`config.mk`:
```
export PLATFORM = sky130hd
export DESIGN_NAME = pht_update_queue
export DESIGN_NICKNAME = d
export VERILOG_FILES = /design/src/rtl/pht_update_queue.sv
export SDC_FILE = /design/constraint.sdc
export NUM_CORES = 1
export LEC_CHECK = 0
export BUFFER_PORTS_ARGS = -buffer_cell sky130_fd_sc_hd__buf_2
export CELL_PAD_IN_SITES_DETAIL_PLACEMENT = 0
export CELL_PAD_IN_SITES_GLOBAL_PLACEMENT = 1
export CORE_MARGIN = 2
export CORE_UTILIZATION = 45
export CTS_CLUSTER_DIAMETER = 100
export DETAILED_ROUTE_END_ITERATION = 6
export PLACE_DENSITY = 0.71
export SLEW_MARGIN = 25
export SYNTH_ARGS = -nofsm -noshare
export SYNTH_HDL_FRONTEND = slang
export SYNTH_HIERARCHICAL = 1
export SYNTH_SLANG_ARGS = --single-unit
```
`constraint.sdc`:
```
create_clock -name clk -period 3 [get_ports clk]
set_input_delay 0.15 -clock clk [delete_from_list [all_inputs] [get_ports clk]]
set_output_delay 0.15 -clock clk [all_outputs]
set_load 0.05 [all_outputs]
```
`src/rtl/pht_update_queue.sv`:
```
// Write-back queue between branch resolution and the single-ported gshare PHT.
// Filters no-change updates, buffers the rest, and drains when fetch leaves the port idle or the queue is full.

module pht_update_queue_chk #(
  parameter int QUEUE_SIZE = 32,
  parameter int CNT_W      = 6
) (
  input logic             clk,
  input logic             rst,
  input logic [CNT_W-1:0] count
);
  a_count_bound: assert property (@(posedge clk) disable iff (!rst) count <= CNT_W'(QUEUE_SIZE));
endmodule

module pht_update_queue #(
  parameter int QUEUE_SIZE          = 32,
  parameter int PC_WIDTH            = 32,
  parameter int INSN_ADDR_BIT_WIDTH = 2,
  parameter int PHT_INDEX_WIDTH     = 10,
  parameter int GHR_WIDTH           = 10,
  parameter int COUNTER_WIDTH       = 2
) (
  input  logic                           clk,
  input  logic                           rst,
  input  logic                           br_valid,
  input  logic                           br_is_cond,
  input  logic                           br_exec_taken,
  input  logic [PC_WIDTH-1:0]            br_addr,
  input  logic [GHR_WIDTH-1:0]           br_global_history,
  input  logic [COUNTER_WIDTH-1:0]       br_pht_prev,
  input  logic                           pht_read_req,
  output logic                           pht_we,
  output logic [PHT_INDEX_WIDTH-1:0]     pht_wa,
  output logic [COUNTER_WIDTH-1:0]      pht_wv,
  output logic                           pht_read_blocked,
  output logic [$clog2(QUEUE_SIZE+1)-1:0] count,
  output logic                           full,
  output logic                           empty
);
  localparam int PTR_W   = $clog2(QUEUE_SIZE);
  localparam int CNT_W   = $clog2(QUEUE_SIZE + 1);
  localparam int ENTRY_W = PHT_INDEX_WIDTH + COUNTER_WIDTH;
  localparam int IDX_LO  = INSN_ADDR_BIT_WIDTH;
  localparam int IDX_HI  = INSN_ADDR_BIT_WIDTH + PHT_INDEX_WIDTH - 1;

  // Saturating 2-bit style counter step; never wraps at either end.
  function automatic logic [COUNTER_WIDTH-1:0] f_next_counter(
    input logic [COUNTER_WIDTH-1:0] prev,
    input logic                     taken
  );
    logic [COUNTER_WIDTH-1:0] max_v;
    max_v = {COUNTER_WIDTH{1'b1}};
    if (taken) begin
      if (prev == max_v) return prev;
      else               return prev + COUNTER_WIDTH'(1);
    end else begin
      if (prev == {COUNTER_WIDTH{1'b0}}) return prev;
      else                               return prev - COUNTER_WIDTH'(1);
    end
  endfunction

  logic [ENTRY_W-1:0]         r_mem [QUEUE_SIZE];
  logic [PTR_W-1:0]           r_head;
  logic [PTR_W-1:0]           r_tail;
  logic [CNT_W-1:0]           r_count;
  logic                       r_full;
  logic                       r_empty;

  logic [PHT_INDEX_WIDTH-1:0] w_idx;
  logic [COUNTER_WIDTH-1:0]   w_new;
  logic                       w_enq;
  logic                       w_deq;
  logic [CNT_W-1:0]           w_count_nxt;
  logic [ENTRY_W-1:0]         w_head_entry;
  logic                       w_unused_addr;

  assign w_idx = br_addr[IDX_HI:IDX_LO] ^ PHT_INDEX_WIDTH'(br_global_history);
  assign w_new = f_next_counter(br_pht_prev, br_exec_taken);
  assign w_enq = br_valid & br_is_cond & (w_new != br_pht_prev);
  assign w_unused_addr = ^{br_addr[PC_WIDTH-1:IDX_HI+1], br_addr[IDX_LO-1:0]};

  // Forced drain when full guarantees a same-cycle enqueue always has room.
  assign w_deq            = ~r_empty & (~pht_read_req | r_full);
  assign pht_we           = w_deq;
  assign pht_read_blocked = w_deq & pht_read_req;
  assign w_head_entry     = r_mem[r_head];
  assign pht_wa           = w_head_entry[ENTRY_W-1:COUNTER_WIDTH];
  assign pht_wv           = w_head_entry[COUNTER_WIDTH-1:0];
  assign count            = r_count;
  assign full             = r_full;
  assign empty            = r_empty;

  // Occupancy update from the enqueue/dequeue pair.
  always_comb begin
    w_count_nxt = r_count;
    case ({w_enq, w_deq})
      2'b10:   w_count_nxt = r_count + CNT_W'(1);
      2'b01:   w_count_nxt = r_count - CNT_W'(1);
      default: w_count_nxt = r_count;
    endcase
  end

  // Storage write; contents intentionally survive reset.
  always_ff @(posedge clk) begin
    if (w_enq) begin
      r_mem[r_tail] <= {w_idx, w_new};
    end
  end

  // Pointers, occupancy and status flags.
  always_ff @(posedge clk or negedge rst) begin
    if (!rst) begin
      r_head  <= {PTR_W{1'b0}};
      r_tail  <= {PTR_W{1'b0}};
      r_count <= {CNT_W{1'b0}};
      r_full  <= 1'b0;
      r_empty <= 1'b1;
    end else begin
      if (w_enq) r_tail <= r_tail + PTR_W'(1);
      if (w_deq) r_head <= r_head + PTR_W'(1);
      r_count <= w_count_nxt;
      r_full  <= (w_count_nxt == CNT_W'(QUEUE_SIZE));
      r_empty <= (w_count_nxt == {CNT_W{1'b0}});
    end
  end

  pht_update_queue_chk #(
    .QUEUE_SIZE (QUEUE_SIZE),
    .CNT_W      (CNT_W)
  ) u_chk (
    .clk   (clk),
    .rst   (rst),
    .count (r_count)
  );
endmodule

```
==> results of run 1 <==
==> repair_timing <==
action                                  4_1_cts  5_1_grt
gates cloned                                  2        4
pin swaps                                     0        0
hold buffers                                  1        0
setup buffers                                 8        5
endpoints found under the setup margin       12       12
hold endpoints to repair                     18        0
resized for setup                            37       11
==> worst min-delay path by stage <==
stage | start | endpoint | slack [ns] | cells after the start
global placement | rst | count[5] | 0.10 | 1
floorplan | rst | count[0] | -0.15 | 0
global route | rst | count[5] | 0.11 | 2
detailed placement | rst | count[5] | 0.12 | 1
CTS | rst | count[5] | 0.08 | 2
finish | rst | count[5] | 0.09 | 2
==> where the power goes <==
group | internal (uW) | switching, uW | leakage [uW]
Clock | 2760 | 2080 | 0.000626
Sequential | 6480 | 357 | 0.00366
Combinational | 3270 | 3180 | 0.00189
==> registers in the layout, summed over array words and instances, names as in the netlist <==
| name | flops |
|---|---|
| count | 6 |
| r_tail | 5 |
| empty | 1 |
| r_head | 5 |
| r_mem | 384 |
| full | 1 |
==> critical path, cell delays in order (launching register included) <==
cell and delay [ns]:
dfrtp_4 0.49, clkbuf_16 0.19, clkbuf_16 0.14, mux4_2 0.50, mux4_2 0.54, mux2_4 0.30, buf_6 0.16
==> Yosys cell counts (6+ instances only) <==
| library cell | n | share of area, % |
|---|---|---|
| mux2_2 | 14 | 1.0 |
| nand2_1 | 12 | 0.28 |
| buf_2 | 10 | 0.32 |
| ha_1 | 8 | 0.63 |
| a21oi_1 | 6 | 0.19 |
| edfxtp_1 | 384 | 73 |
| xor2_1 | 13 | 0.72 |
| xnor2_1 | 7 | 0.39 |
| nor2_1 | 36 | 0.85 |
| clkbuf_1 | 19 | 0.45 |
| dfrtp_1 | 17 | 2.7 |
| mux4_2 | 120 | 17 |
==> final cells by class <==
class	instances	area [um^2]	area share, %
Clock buffer	50	1080	5.73
Inverter	4	15.0	0.0795
Timing Repair Buffer	126	1200	6.38
Tap cell	455	569	3.02
Multi-Input combinational cell	264	3810	20.2
Sequential cell	402	12000	63.5
Clock inverter	27	201	1.07
==> metrics by stage <==
step	worst slack (ns)	instances	hold WS (ns)	power, uW
2_1_floorplan	0.0182	706	-0.146	10900
3_3_place_gp	0.252	1231	0.102	12300
3_5_place_dp	0.243	1231	0.117	12500
4_1_cts	-0.0313	1319	0.0751	18000
5_1_grt	-0.0451	1328	0.114	18800
6_report	-0.00124	1328	0.0880	18100
==> layout by cell type (no fill, tap or decap), types with 3 or more instances in the layout <==
cell type,n
edfxtp_1,384
mux4_2,120
buf_4,53
clkbuf_16,46
buf_2,37
nor2_1,35
buf_6,14
dfrtp_1,13
nand2_1,12
buf_12,12
clkinv_1,11
xor2_2,9
mux2_4,8
clkinv_2,8
clkbuf_1,8
xnor2_1,7
ha_1,7
mux2_2,6
a21oi_1,5
nor3_1,5
nor2b_1,4
nand2b_1,4
o21ai_0,4
xor2_1,3
inv_1,3
nand3b_1,3
nand4_1,3
buf_16,3
==> cell families (layout without fill, tap and decap cells) <==
logic type | after synthesis | count (layout) | share of synthesized area, %
flops | 402 | 402 | 75.7
buf+inv | 40 | 207 | 1.17
compound gates | 18 | 18 | 0.727
simple gates | 83 | 83 | 2.57
fa+ha+maj | 8 | 8 | 0.632
mux | 135 | 135 | 18.1
xor+xnor | 20 | 20 | 1.11
==> layer usage <==
layer	wire, um	track usage, %	vias up
met4	673	5.15	0
li1	-	-	3210
met1	13800	25.3	3977
met5	0	0	-
met2	17100	32.0	258
met3	2040	3.31	46
==> qor.yml, run 1 <==
synth_ff_type: "edfxtp_1"
grt_pass1_vias: 7945
die_width_um: 192
synth_nets: 764
finish.utilization_pct: 54.5
cp_max_fo: 4
required_ns: 2.85
reg2regPathDepth: 9
clockRootBuffer: "clkbuf_16"
grt_max_degree: 33
path_clk_slew_ns: 0.06
path_class: "flip-flop to primary output"
drtAntennaViolNets: 0
clockBufferDepth: 3
core_area_um2: 34600
syn2layout_area_growth_pct: 19.2
track_usage_pct: 18.8
finalWirelength_um: 33700
r2r_setup_slack_ns: 0.48
grt_overflow_total: 0
peakVddDrop_mv: 1.45
syn_area_um2: 15800
placed_cell_area_um2: 17100
dp_hpwl_um: 19500
rows: 68
r2r_end: "full"
status: "complete, but fails checks"
antenna_cells: 0
clock_latency_ns: 0.54
rr_startpoint: "empty"
setup_viol: 1
synth_area_per_cell_um2: 22.4
hold_class: "primary input to async pin"
cts_buffers: 42
fp.dieArea_um2: 36700
synthArstFlopShare_pct: 4.48
grt_antenna_before_repair: 0
fin_ws_ns: -0.00124
cp-startpoint: "r_head[0]"
vias: 7491
fin_area_um2: 18900
drive_above_1_share_pct: 39.1
min_period_over_period_pct: 100
h-tree-depth: 2
syn_inst: 706
tns_ns: -0.00124
start_util_pct: 45.7
die_height_um: 192
via_per_inst: 5.64
tritoncts: "done"
relSlewSlack_pct: 39.5
wire_per_inst_um: 25.3
violations: "negative setup slack"
timing.fmax_mhz: 333
port_buffers: 49
yosysSeqAreaShare_pct: 75.7
first_iter_violations: 767
rsz0062_at_grt: "yes"
route.detailed.drc: 0
power_density_nw_per_um2: 960
cap_violations: 0
endpoint: "pht_wa[3]"
hold_violations: 0
grt_pass1_wl_um: 49500
min_period_ns: 3.00
ys_warn_count: 6
clkSinkCount: 402
critPathArrivalTime_ns: 2.85
synth_edf_count: 384
fill_cells: 2514
tightest_slew_ns: 0.908
synth_cell_type_count: 40
gp_congestion: 0.798
fin_nets: 898
synth_seq_cells: 402
io_pins: 72
slew_viol_final: 0
fin_worst_skew_ns: 0.0186
start_kind: "flip-flop"
drt_pre_antenna_iters: 4
leakage_uw: 0.00618
cp-end-kind: "primary output"
No activity file was read; power rests on OpenSTA's default activity.
==> inputs of run 2 (changes only) <==
Settings changed: RECOVER_POWER set to 50.
==> run 2 against run 1 <==
Effect of this change:
- the run ends with max-capacitance violations, max-slew violations, negative setup slack left
- utilization down 0.27 points
- global-route usage unchanged
- critical path depth unchanged
- critical path type unchanged
- clock-buffer cell count unchanged
- clock skew about the same
- largest power group unchanged
- maximum frequency down 0.48%
==> qor.yml, run 2 (synthesis results as in run 1) <==
sequentialPowerShare_pct: 37.8
vias: 7500
min_period_over_period_pct: 101
drt_pre_antenna_iters: 5
syn2layout_area_growth_pct: 18.6
clockBufferDepth: 3
grt_pass1_vias: 7945
required_ns: 2.85
finish.utilization_pct: 54.2
rows: 68
start_kind: "flip-flop"
fp.dieArea_um2: 36700
port_buffers: 49
cap_violations: 4
top_regs: "r_mem (384), count (6)"
min_period_ns: 3.02
switching_share_pct: 31.0
leakage_uw: 0.00611
cpLargestDelayFamily: "multiplexers"
clkSinkCount: 402
fin_ws_ns: -0.0157
via_per_inst: 5.65
fin_worst_skew_ns: 0.0183
fill_cells: 2528
slew_viol_final: 132
grt_overflow_total: 0
switchingPower_uw: 5620
wire_per_inst_um: 25.4
h-tree-depth: 2
dpl_worst_slack_ns: 0.243
first_iter_violations: 752
finalWirelength_um: 33800
slowest_delay_ns: 0.55
fin_nets: 898
gp_congestion: 0.798
start_util_pct: 45.7
largest_reg_flops: 384
intPower_uw: 12500
regArea_um2: 12000
multiInputGateArea_um2: 3770
grt_max_degree: 33
cp_slowest_cell: "mux4_2"
setup_viol: 1
antenna_cells: 0
grt_antenna_before_repair: 0
path_class: "flip-flop to primary output"
tightest_slew_ns: 2.22
dp_hpwl_um: 19500
peakVddDrop_mv: 1.45
violations: "max-capacitance violations, max-slew violations, negative setup slack"
layout_common_cells: "edfxtp_1 (384), mux4_2 (120), clkbuf_16 (46)"
critPathArrivalTime_ns: 2.87
grt_pass1_wl_um: 49500
status: "complete, but fails checks"
cp_max_fo: 4
hold_class: "primary input to flip-flop"
timing.fmax_mhz: 332
combPwrFrac_pct: 35.5
die_width_um: 192
clockRootBuffer: "clkbuf_16"
core_area_um2: 34600
critPathBufInv: 3
final_common_cell: "edfxtp_1"
track_usage_pct: 18.8
cp-end-kind: "primary output"
cts_buffers: 42
io_pins: 72
regMostFlops: "r_mem"
relSlewSlack_pct: -48.7
die_height_um: 192
power_density_nw_per_um2: 964
path_cells: "clkbuf_16 -> clkbuf_16 -> mux4_2 -> mux4_2 -> mux2_4 -> buf_6"
path_clk_slew_ns: 0.06
drtAntennaViolNets: 0
drive_above_1_share_pct: 36.4
clock_latency_ns: 0.54
rsz0062_at_grt: "yes"
tritoncts: "done"
clkPwrFrac_pct: 26.7
route.detailed.drc: 0
hold_violations: 0
[run 2: power groups by stage]
stage | combinational, uW | sequential, uW | clock [uW]
global placement | 5290 | 7050 | 0
finish | 6430 | 6840 | 4840
detailed placement | 5400 | 7080 | 0
floorplan | 4100 | 6840 | 0
CTS | 6160 | 6860 | 4930
global route | 6770 | 6880 | 5180
[run 2: through the flow]
stage	cell area (um^2)	total power, uW	cells	hold WS (ns)	setup TNS [ns]
final	18800	18100	1328	0.145	-0.0157
after global routing	18800	18800	1328	0.157	-0.399
after CTS	18700	18000	1319	0.0751	-0.150
after detailed placement	17100	12500	1231	0.117	0
after global placement	17100	12300	1231	0.102	0
after floorplan	15900	10900	706	-0.146	0
[run 2: area by class of cell]
class	instances	area share, %
Sequential cell	402	63.9
Multi-Input combinational cell	264	20.1
Timing Repair Buffer	126	6.15
Clock buffer	50	5.76
Tap cell	455	3.03
Clock inverter	27	1.07
Inverter	4	0.0799
[run 2: repair_timing]
item	in CTS	in global routing
endpoints found under the hold margin	18	0
gates cloned	2	4
pin swaps	0	0
gates resized for setup	37	11
hold buffers	1	0
endpoints found under the setup margin	12	12
setup buffers	8	5
[run 2: worst min-delay path, stage by stage]
cell     delay, ns
buf_2         0.11
a21oi_4       0.06
buf_4         0.16
xor2_1        0.13
[run 2: metal layers]
metal	track usage (%)	share of wire [%]
met2	32.0	50
met5	0	0
met4	5.15	2.4
met1	25.3	41
met3	3.31	6.3
[run 2: final timing paths]
| kind | start | end | slack, ns | depth (start not counted) |
|---|---|---|---|---|
| max | r_head[0] | pht_wa[3] | -0.02 | 6 |
| min | pht_read_req | r_head[0] | 0.14 | 4 |
| max reg2reg | empty | full | 0.47 | 9 |
| min reg2reg | count[3] | count[3] | 0.58 | 1 |
| max in group asynchronous | rst | r_head[1] | 1.94 | 2 |
| min in group asynchronous | rst | count[5] | 0.32 | 2 |
